$ cat config.mk
export PLATFORM = sky130hd
export DESIGN_NAME = alu_arbiter_flat
export DESIGN_NICKNAME = d
export VERILOG_FILES = /design/src/rtl/alu_pkg.sv /design/src/rtl/alu_arbiter_if.sv /design/src/rtl/alu_arbiter_rr_arb2.sv /design/src/rtl/alu_arbiter.sv /design/src/flat_wrapper.sv
export SDC_FILE = /design/constraint.sdc
export NUM_CORES = 1
export LEC_CHECK = 0
export BUFFER_PORTS_ARGS = -buffer_cell sky130_fd_sc_hd__buf_2
export CELL_PAD_IN_SITES_DETAIL_PLACEMENT = 2
export CELL_PAD_IN_SITES_GLOBAL_PLACEMENT = 2
export CORE_MARGIN = 3
export CORE_UTILIZATION = 26
export DETAILED_ROUTE_END_ITERATION = 10
export PLACE_DENSITY_LB_ADDON = 0.12
export REMOVE_ABC_BUFFERS = 1
export SLEW_MARGIN = 25
export SYNTH_ARGS = -nofsm -noshare
export SYNTH_HDL_FRONTEND = slang
export SYNTH_SLANG_ARGS = --single-unit
$ cat constraint.sdc
create_clock -name clk -period 3.04 [get_ports clk]
set_input_delay 0.608 -clock clk [delete_from_list [all_inputs] [get_ports clk]]
set_output_delay 0.608 -clock clk [all_outputs]
set_load 0.01 [all_outputs]
$ cat src/rtl/alu_pkg.sv
// Shared ALU definitions: op codes, widths and the arbiter FSM state encoding.
package alu_pkg;

  localparam int ALU_W   = 16;
  localparam int ALU_OPW = 3;

  localparam logic [ALU_OPW-1:0] ALU_ADD = 3'b000;
  localparam logic [ALU_OPW-1:0] ALU_SUB = 3'b001;
  localparam logic [ALU_OPW-1:0] ALU_AND = 3'b010;
  localparam logic [ALU_OPW-1:0] ALU_OR  = 3'b011;

  typedef enum logic [1:0] {
    IDLE = 2'b00,
    EXEC = 2'b01,
    RESP = 2'b10
  } arb_state_t;

endpackage

$ cat src/rtl/alu_arbiter_if.sv
// Request/response channels of the two ALU requesters.
// master = requester side, slave = arbiter side.
interface alu_arbiter_if
  import alu_pkg::*;
#(
  parameter int WIDTH = ALU_W,
  parameter int OPW   = ALU_OPW
);
  logic             req0_valid;
  logic             req0_ready;
  logic [OPW-1:0]   req0_op;
  logic [WIDTH-1:0] req0_a;
  logic [WIDTH-1:0] req0_b;

  logic             req1_valid;
  logic             req1_ready;
  logic [OPW-1:0]   req1_op;
  logic [WIDTH-1:0] req1_a;
  logic [WIDTH-1:0] req1_b;

  logic             rsp0_valid;
  logic             rsp0_ready;
  logic [WIDTH-1:0] rsp0_result;
  logic             rsp0_zero;

  logic             rsp1_valid;
  logic             rsp1_ready;
  logic [WIDTH-1:0] rsp1_result;
  logic             rsp1_zero;

  modport master (
    output req0_valid, req0_op, req0_a, req0_b, rsp0_ready,
    output req1_valid, req1_op, req1_a, req1_b, rsp1_ready,
    input  req0_ready, rsp0_valid, rsp0_result, rsp0_zero,
    input  req1_ready, rsp1_valid, rsp1_result, rsp1_zero
  );

  modport slave (
    input  req0_valid, req0_op, req0_a, req0_b, rsp0_ready,
    input  req1_valid, req1_op, req1_a, req1_b, rsp1_ready,
    output req0_ready, rsp0_valid, rsp0_result, rsp0_zero,
    output req1_ready, rsp1_valid, rsp1_result, rsp1_zero
  );

endinterface

$ cat src/rtl/alu_arbiter_rr_arb2.sv
// Two-input round-robin winner select; rr names the preferred requester on a tie.
module rr_arb2 (
  input  logic [1:0] valid,
  input  logic       rr,
  output logic [1:0] gnt
);

  assign gnt[0] = valid[0] & (~valid[1] | ~rr);
  assign gnt[1] = valid[1] & (~valid[0] |  rr);

endmodule

$ cat src/rtl/alu_arbiter.sv
// Shares one combinational ALU between two requesters, round-robin, one op in flight.
// Optional grant counters when ALU_ARB_STATS_EN is defined.
//
// state | meaning
// IDLE  | arbitrate, accept one request, latch ALU inputs and owner
// EXEC  | ALU settles; capture result/zero for the owner
// RESP  | present response to owner until it is consumed
module alu_arbiter
  import alu_pkg::*;
#(
  parameter int WIDTH = ALU_W,
  parameter int OPW   = ALU_OPW
) (
  input  logic             clk,
  input  logic             rst,
  alu_arbiter_if.slave     bus,
  output logic [OPW-1:0]   alu_op,
  output logic [WIDTH-1:0] alu_a,
  output logic [WIDTH-1:0] alu_b,
  input  logic [WIDTH-1:0] alu_result,
  input  logic             alu_zero
`ifdef ALU_ARB_STATS_EN
  ,
  output logic [15:0]      grant_cnt0,
  output logic [15:0]      grant_cnt1
`endif
);

  arb_state_t       state_q, state_d;
  logic             rr_q, rr_d;
  logic             owner_q, owner_d;
  logic [OPW-1:0]   op_q, op_d;
  logic [WIDTH-1:0] a_q, a_d;
  logic [WIDTH-1:0] b_q, b_d;
  logic [WIDTH-1:0] res_q, res_d;
  logic             zero_q, zero_d;
  logic [1:0]       rsp_vld_q, rsp_vld_d;

  logic [1:0]       gnt;
  logic [1:0]       req_hs;
  logic             rsp_hs;

  rr_arb2 u_rr_arb2 (
    .valid ({bus.req1_valid, bus.req0_valid}),
    .rr    (rr_q),
    .gnt   (gnt)
  );

  assign bus.req0_ready = (state_q == IDLE) & gnt[0];
  assign bus.req1_ready = (state_q == IDLE) & gnt[1];

  assign req_hs[0] = bus.req0_valid & bus.req0_ready;
  assign req_hs[1] = bus.req1_valid & bus.req1_ready;

  // Only the owner's ready matters; the other requester's is ignored.
  assign rsp_hs = owner_q ? (rsp_vld_q[1] & bus.rsp1_ready)
                          : (rsp_vld_q[0] & bus.rsp0_ready);

  always_ff @(posedge clk) begin
    if (rst) begin
      state_q   <= IDLE;
      rr_q      <= 1'b0;
      owner_q   <= 1'b0;
      op_q      <= '0;
      a_q       <= '0;
      b_q       <= '0;
      res_q     <= '0;
      zero_q    <= 1'b0;
      rsp_vld_q <= 2'b00;
    end else begin
      state_q   <= state_d;
      rr_q      <= rr_d;
      owner_q   <= owner_d;
      op_q      <= op_d;
      a_q       <= a_d;
      b_q       <= b_d;
      res_q     <= res_d;
      zero_q    <= zero_d;
      rsp_vld_q <= rsp_vld_d;
    end
  end

  always_comb begin
    state_d   = state_q;
    rr_d      = rr_q;
    owner_d   = owner_q;
    op_d      = op_q;
    a_d       = a_q;
    b_d       = b_q;
    res_d     = res_q;
    zero_d    = zero_q;
    rsp_vld_d = rsp_vld_q;

    case (state_q)
      IDLE: begin
        if (|req_hs) begin
          owner_d = req_hs[1];
          op_d    = req_hs[1] ? bus.req1_op : bus.req0_op;
          a_d     = req_hs[1] ? bus.req1_a  : bus.req0_a;
          b_d     = req_hs[1] ? bus.req1_b  : bus.req0_b;
          state_d = EXEC;
        end
      end
      EXEC: begin
        res_d     = alu_result;
        zero_d    = alu_zero;
        rsp_vld_d = owner_q ? 2'b10 : 2'b01;
        state_d   = RESP;
      end
      RESP: begin
        if (rsp_hs) begin
          rsp_vld_d = 2'b00;
          rr_d      = ~owner_q;
          state_d   = IDLE;
        end
      end
      default: begin
        rsp_vld_d = 2'b00;
        state_d   = IDLE;
      end
    endcase
  end

  assign alu_op = op_q;
  assign alu_a  = a_q;
  assign alu_b  = b_q;

  // One shared result register feeds both ports; only the owner sees valid.
  assign bus.rsp0_valid  = rsp_vld_q[0];
  assign bus.rsp1_valid  = rsp_vld_q[1];
  assign bus.rsp0_result = res_q;
  assign bus.rsp1_result = res_q;
  assign bus.rsp0_zero   = zero_q;
  assign bus.rsp1_zero   = zero_q;

`ifdef ALU_ARB_STATS_EN
  always_ff @(posedge clk) begin
    if (rst) begin
      grant_cnt0 <= 16'd0;
      grant_cnt1 <= 16'd0;
    end else begin
      if (req_hs[0]) grant_cnt0 <= grant_cnt0 + 16'd1;
      if (req_hs[1]) grant_cnt1 <= grant_cnt1 + 16'd1;
    end
  end
`endif

endmodule

$ cat src/flat_wrapper.sv
// flat-port wrapper written by rule: the top's interface ports become plain ports
module alu_arbiter_flat import alu_pkg::*;
#(
  parameter int WIDTH = ALU_W,
  parameter int OPW   = ALU_OPW
)
  (clk, rst, alu_op, alu_a, alu_b, alu_result, alu_zero, bus_req0_valid, bus_req0_op, bus_req0_a, bus_req0_b, bus_rsp0_ready, bus_req1_valid, bus_req1_op, bus_req1_a, bus_req1_b, bus_rsp1_ready, bus_req0_ready, bus_rsp0_valid, bus_rsp0_result, bus_rsp0_zero, bus_req1_ready, bus_rsp1_valid, bus_rsp1_result, bus_rsp1_zero);
  alu_arbiter_if #(.WIDTH(WIDTH), .OPW(OPW)) bus_i ();
  input  logic clk;
  input  logic rst;
  output logic [OPW-1:0] alu_op;
  output logic [WIDTH-1:0] alu_a;
  output logic [WIDTH-1:0] alu_b;
  input  logic [WIDTH-1:0] alu_result;
  input  logic alu_zero;
  input wire logic [$bits(bus_i.req0_valid)-1:0] bus_req0_valid;
  input wire logic [$bits(bus_i.req0_op)-1:0] bus_req0_op;
  input wire logic [$bits(bus_i.req0_a)-1:0] bus_req0_a;
  input wire logic [$bits(bus_i.req0_b)-1:0] bus_req0_b;
  input wire logic [$bits(bus_i.rsp0_ready)-1:0] bus_rsp0_ready;
  input wire logic [$bits(bus_i.req1_valid)-1:0] bus_req1_valid;
  input wire logic [$bits(bus_i.req1_op)-1:0] bus_req1_op;
  input wire logic [$bits(bus_i.req1_a)-1:0] bus_req1_a;
  input wire logic [$bits(bus_i.req1_b)-1:0] bus_req1_b;
  input wire logic [$bits(bus_i.rsp1_ready)-1:0] bus_rsp1_ready;
  output wire logic [$bits(bus_i.req0_ready)-1:0] bus_req0_ready;
  output wire logic [$bits(bus_i.rsp0_valid)-1:0] bus_rsp0_valid;
  output wire logic [$bits(bus_i.rsp0_result)-1:0] bus_rsp0_result;
  output wire logic [$bits(bus_i.rsp0_zero)-1:0] bus_rsp0_zero;
  output wire logic [$bits(bus_i.req1_ready)-1:0] bus_req1_ready;
  output wire logic [$bits(bus_i.rsp1_valid)-1:0] bus_rsp1_valid;
  output wire logic [$bits(bus_i.rsp1_result)-1:0] bus_rsp1_result;
  output wire logic [$bits(bus_i.rsp1_zero)-1:0] bus_rsp1_zero;
  assign bus_i.req0_valid = bus_req0_valid;
  assign bus_i.req0_op = bus_req0_op;
  assign bus_i.req0_a = bus_req0_a;
  assign bus_i.req0_b = bus_req0_b;
  assign bus_i.rsp0_ready = bus_rsp0_ready;
  assign bus_i.req1_valid = bus_req1_valid;
  assign bus_i.req1_op = bus_req1_op;
  assign bus_i.req1_a = bus_req1_a;
  assign bus_i.req1_b = bus_req1_b;
  assign bus_i.rsp1_ready = bus_rsp1_ready;
  assign bus_req0_ready = bus_i.req0_ready;
  assign bus_rsp0_valid = bus_i.rsp0_valid;
  assign bus_rsp0_result = bus_i.rsp0_result;
  assign bus_rsp0_zero = bus_i.rsp0_zero;
  assign bus_req1_ready = bus_i.req1_ready;
  assign bus_rsp1_valid = bus_i.rsp1_valid;
  assign bus_rsp1_result = bus_i.rsp1_result;
  assign bus_rsp1_zero = bus_i.rsp1_zero;
  alu_arbiter #(.WIDTH(WIDTH), .OPW(OPW)) u_core (.clk(clk), .rst(rst), .bus(bus_i), .alu_op(alu_op), .alu_a(alu_a), .alu_b(alu_b), .alu_result(alu_result), .alu_zero(alu_zero));
endmodule
==> results.cfg <==
[status]
outcome = complete, no violations

[sta]
finalSetupViolCount = 0
worstMarginPinSlew_ps = 811
clock_skew_ps = 4.82
rsz0062_at_grt = false
slew_viol_final = 0
hold_viol = 0
setup_tns_ps = 0
fin_crit_sh_pct = 69.9
fin_crit_ps = 2120
slew_headroom_pct = 45.9
max_freq_ghz = 0.471

[setup_path]
r2r_cells = 4
r2r_end = u_core.alu_a[15]
cp-endpoint = bus_req0_ready
crit_path_max_fanout = 8
startpoint_type = flip-flop
r2r_slack_ps = 1020
endpoint_kind = output port
r2r_start = u_core.state_q[0]
startpoint = u_core.state_q[1]
worstPathArrival_ps = 1520
crit_type = flip-flop to output port
cp.required_ps = 2430

[placed_design]
hpwlAfterDp_microns = 8100
gp_congestion = 0.690
portBuffers = 165
placedInstanceArea_sq_mm = 0.00383

[power_and_ir_drop]
power_density_mw_per_mm2 = 646
p_leak_uw = 0.00174
vdd_drop_max_mv = 0.244

[route]
ant_nets = 0
vias = 3278
vias_per_cell = 5.32
drtIter0Drc = 147
drc = 0
totalWireLength_microns = 12000
wl_per_cell_microns = 19.4
first_pass_iters = 4

[grt]
track_usage_pct = 18.0
use_met2_pct = 29.8
grt_overflow = 0
grt_antenna_before_repair = 0
busiest_layer = met2
grt_pass1_vias = 3507
met3_usage_pct = 6.84
grt_pass1_wl_microns = 18800
grt_max_degree = 47
use_met1_pct = 21.9

[synthesis]
yosys_warnings = 0
synth.largest_area_cell = dfxtp_1
yosys-top-cells-area = dfxtp_1, a2111oi_2, nor4b_1
ys_types = 28
ys_ff_latch = 58
syn_inst = 343
ys_seq_area_share_pct = 37.7
yosysTopAreaCellShare_pct = 37.7
postSynthAreaPerCell_sq_um = 8.98
mappedNetlistArea_sq_mm = 0.00308

[clock_tree]
clock_latency_ps = 330
cts_buffer_depth = 2
cts_sinks = 58
postCtsSetupBuffers = 0
cts_max_level = 3
cts-root-buf = clkbuf_16
holdBufCountCts = 0
numCtsBuffers = 9
clkTransAtPathRegs_ps = 50
post_cts_resized = 0
cts_tree = built

[finish]
nFillCells = 1343
layout_commonest_cell = buf_2
area.growth.synth_to_final_pct = 35.7
mostFrequentLayoutCells = buf_2, a21oi_1, dfxtp_1
fin_area_sq_mm = 0.00418
drive_gt1_share_pct = 46.7
nets = 561
antennaDiodeCount = 0

[die]
initial_core_util_pct = 26.7
dieWidth_microns = 115
die_h_microns = 115
pin_count = 166
dieArea_sq_mm = 0.0132
core_sq_mm = 0.0115
row_count = 39

[flow_run]
drv_cap = 0

[min_path]
hold_class = flip-flop to flip-flop
[flip-flops by register name, summed over array words and instances, names as in the netlist]
name / count
u_core.bus.rsp0_result: 16
u_core.alu_a: 16
u_core.state_q: 2
u_core.rr_q: 1
u_core.alu_b: 16
u_core.alu_op: 3
u_core.owner_q: 1
u_core.bus.rsp0_zero: 1
u_core.rsp_vld_q: 2
[through the flow]
step	util, %	power, uW	hold slack (ps)	setup WS, ps	std cells
6_report	36.3	2700	463	916	616
5_1_grt	36.3	2850	498	771	616
4_1_cts	36.3	2750	470	873	616
3_5_place_dp	33.2	1510	463	645	600
3_3_place_gp	33.2	1500	449	815	600
2_1_floorplan	-	1200	500	455	281
[cell usage after synthesis]
cell type  instances
clkbuf_4           1
inv_1              1
or2_2              2
clkbuf_1          14
nor4_1            35
nand4b_1           1
nand2b_1           5
nand3_1            1
dfxtp_1           58
a32oi_1            1
and3_1             1
nor2b_1            2
a21o_1             1
buf_2             24
nor4b_1           35
nor2_1             3
buf_4             17
nand2_1           35
a2111oi_0         13
nor3b_1            1
clkbuf_2           1
or3b_2             1
buf_6              5
a21oi_1           58
or2_1              1
a2111oi_2         22
o21ai_0            1
nand3b_1           3
[final cells by class]
cell class / instances / area, sq um / area share [%]
Tap cell: 143 / 179 / 4.28
Timing Repair Buffer: 176 / 921 / 22.0
Sequential cell: 58 / 1160 / 27.8
Clock inverter: 5 / 100 / 2.40
Multi-Input combinational cell: 222 / 1560 / 37.3
Clock buffer: 11 / 253 / 6.05
Inverter: 1 / 3.75 / 0.0898
[worst min-delay path by stage]
stage | from | end | slack, ps | cells after the start
floorplan | u_core.owner_q | u_core.owner_q | 500 | 2
global placement | u_core.bus.rsp0_result[10] | u_core.bus.rsp0_result[10] | 450 | 2
detailed placement | u_core.bus.rsp0_result[11] | u_core.bus.rsp0_result[11] | 460 | 2
CTS | u_core.bus.rsp0_result[11] | u_core.bus.rsp0_result[11] | 470 | 2
global route | u_core.bus.rsp0_result[11] | u_core.bus.rsp0_result[11] | 500 | 2
finish | u_core.bus.rsp0_result[11] | u_core.bus.rsp0_result[11] | 460 | 2
[logic make-up after synthesis]
kind of cell	count (synthesis)	share of synthesized area [%]
simple gates	126	25.6
compound gates	96	24.5
buf+inv	63	12.1
flops	58	37.7
[layer usage]
metal | up-vias | part of all wire (%)
li1 | 1548 | -
met1 | 1595 | 45
met2 | 123 | 46
met3 | 12 | 8.7
met4 | 0 | 1.2
met5 | - | 0
[power breakdown]
part	internal [uW]	total (uW)	switching (uW)
combinational	236	587	351
sequential	847	902	55.9
clock	842	1210	369
total	1920	2700	776
[critical path: stages (launching register included)]
cell,delay (ps)
dfxtp_1,400
or3b_2,510
a21oi_1,130
buf_2,150
Note: power is estimated with default switching activity, not from simulation.
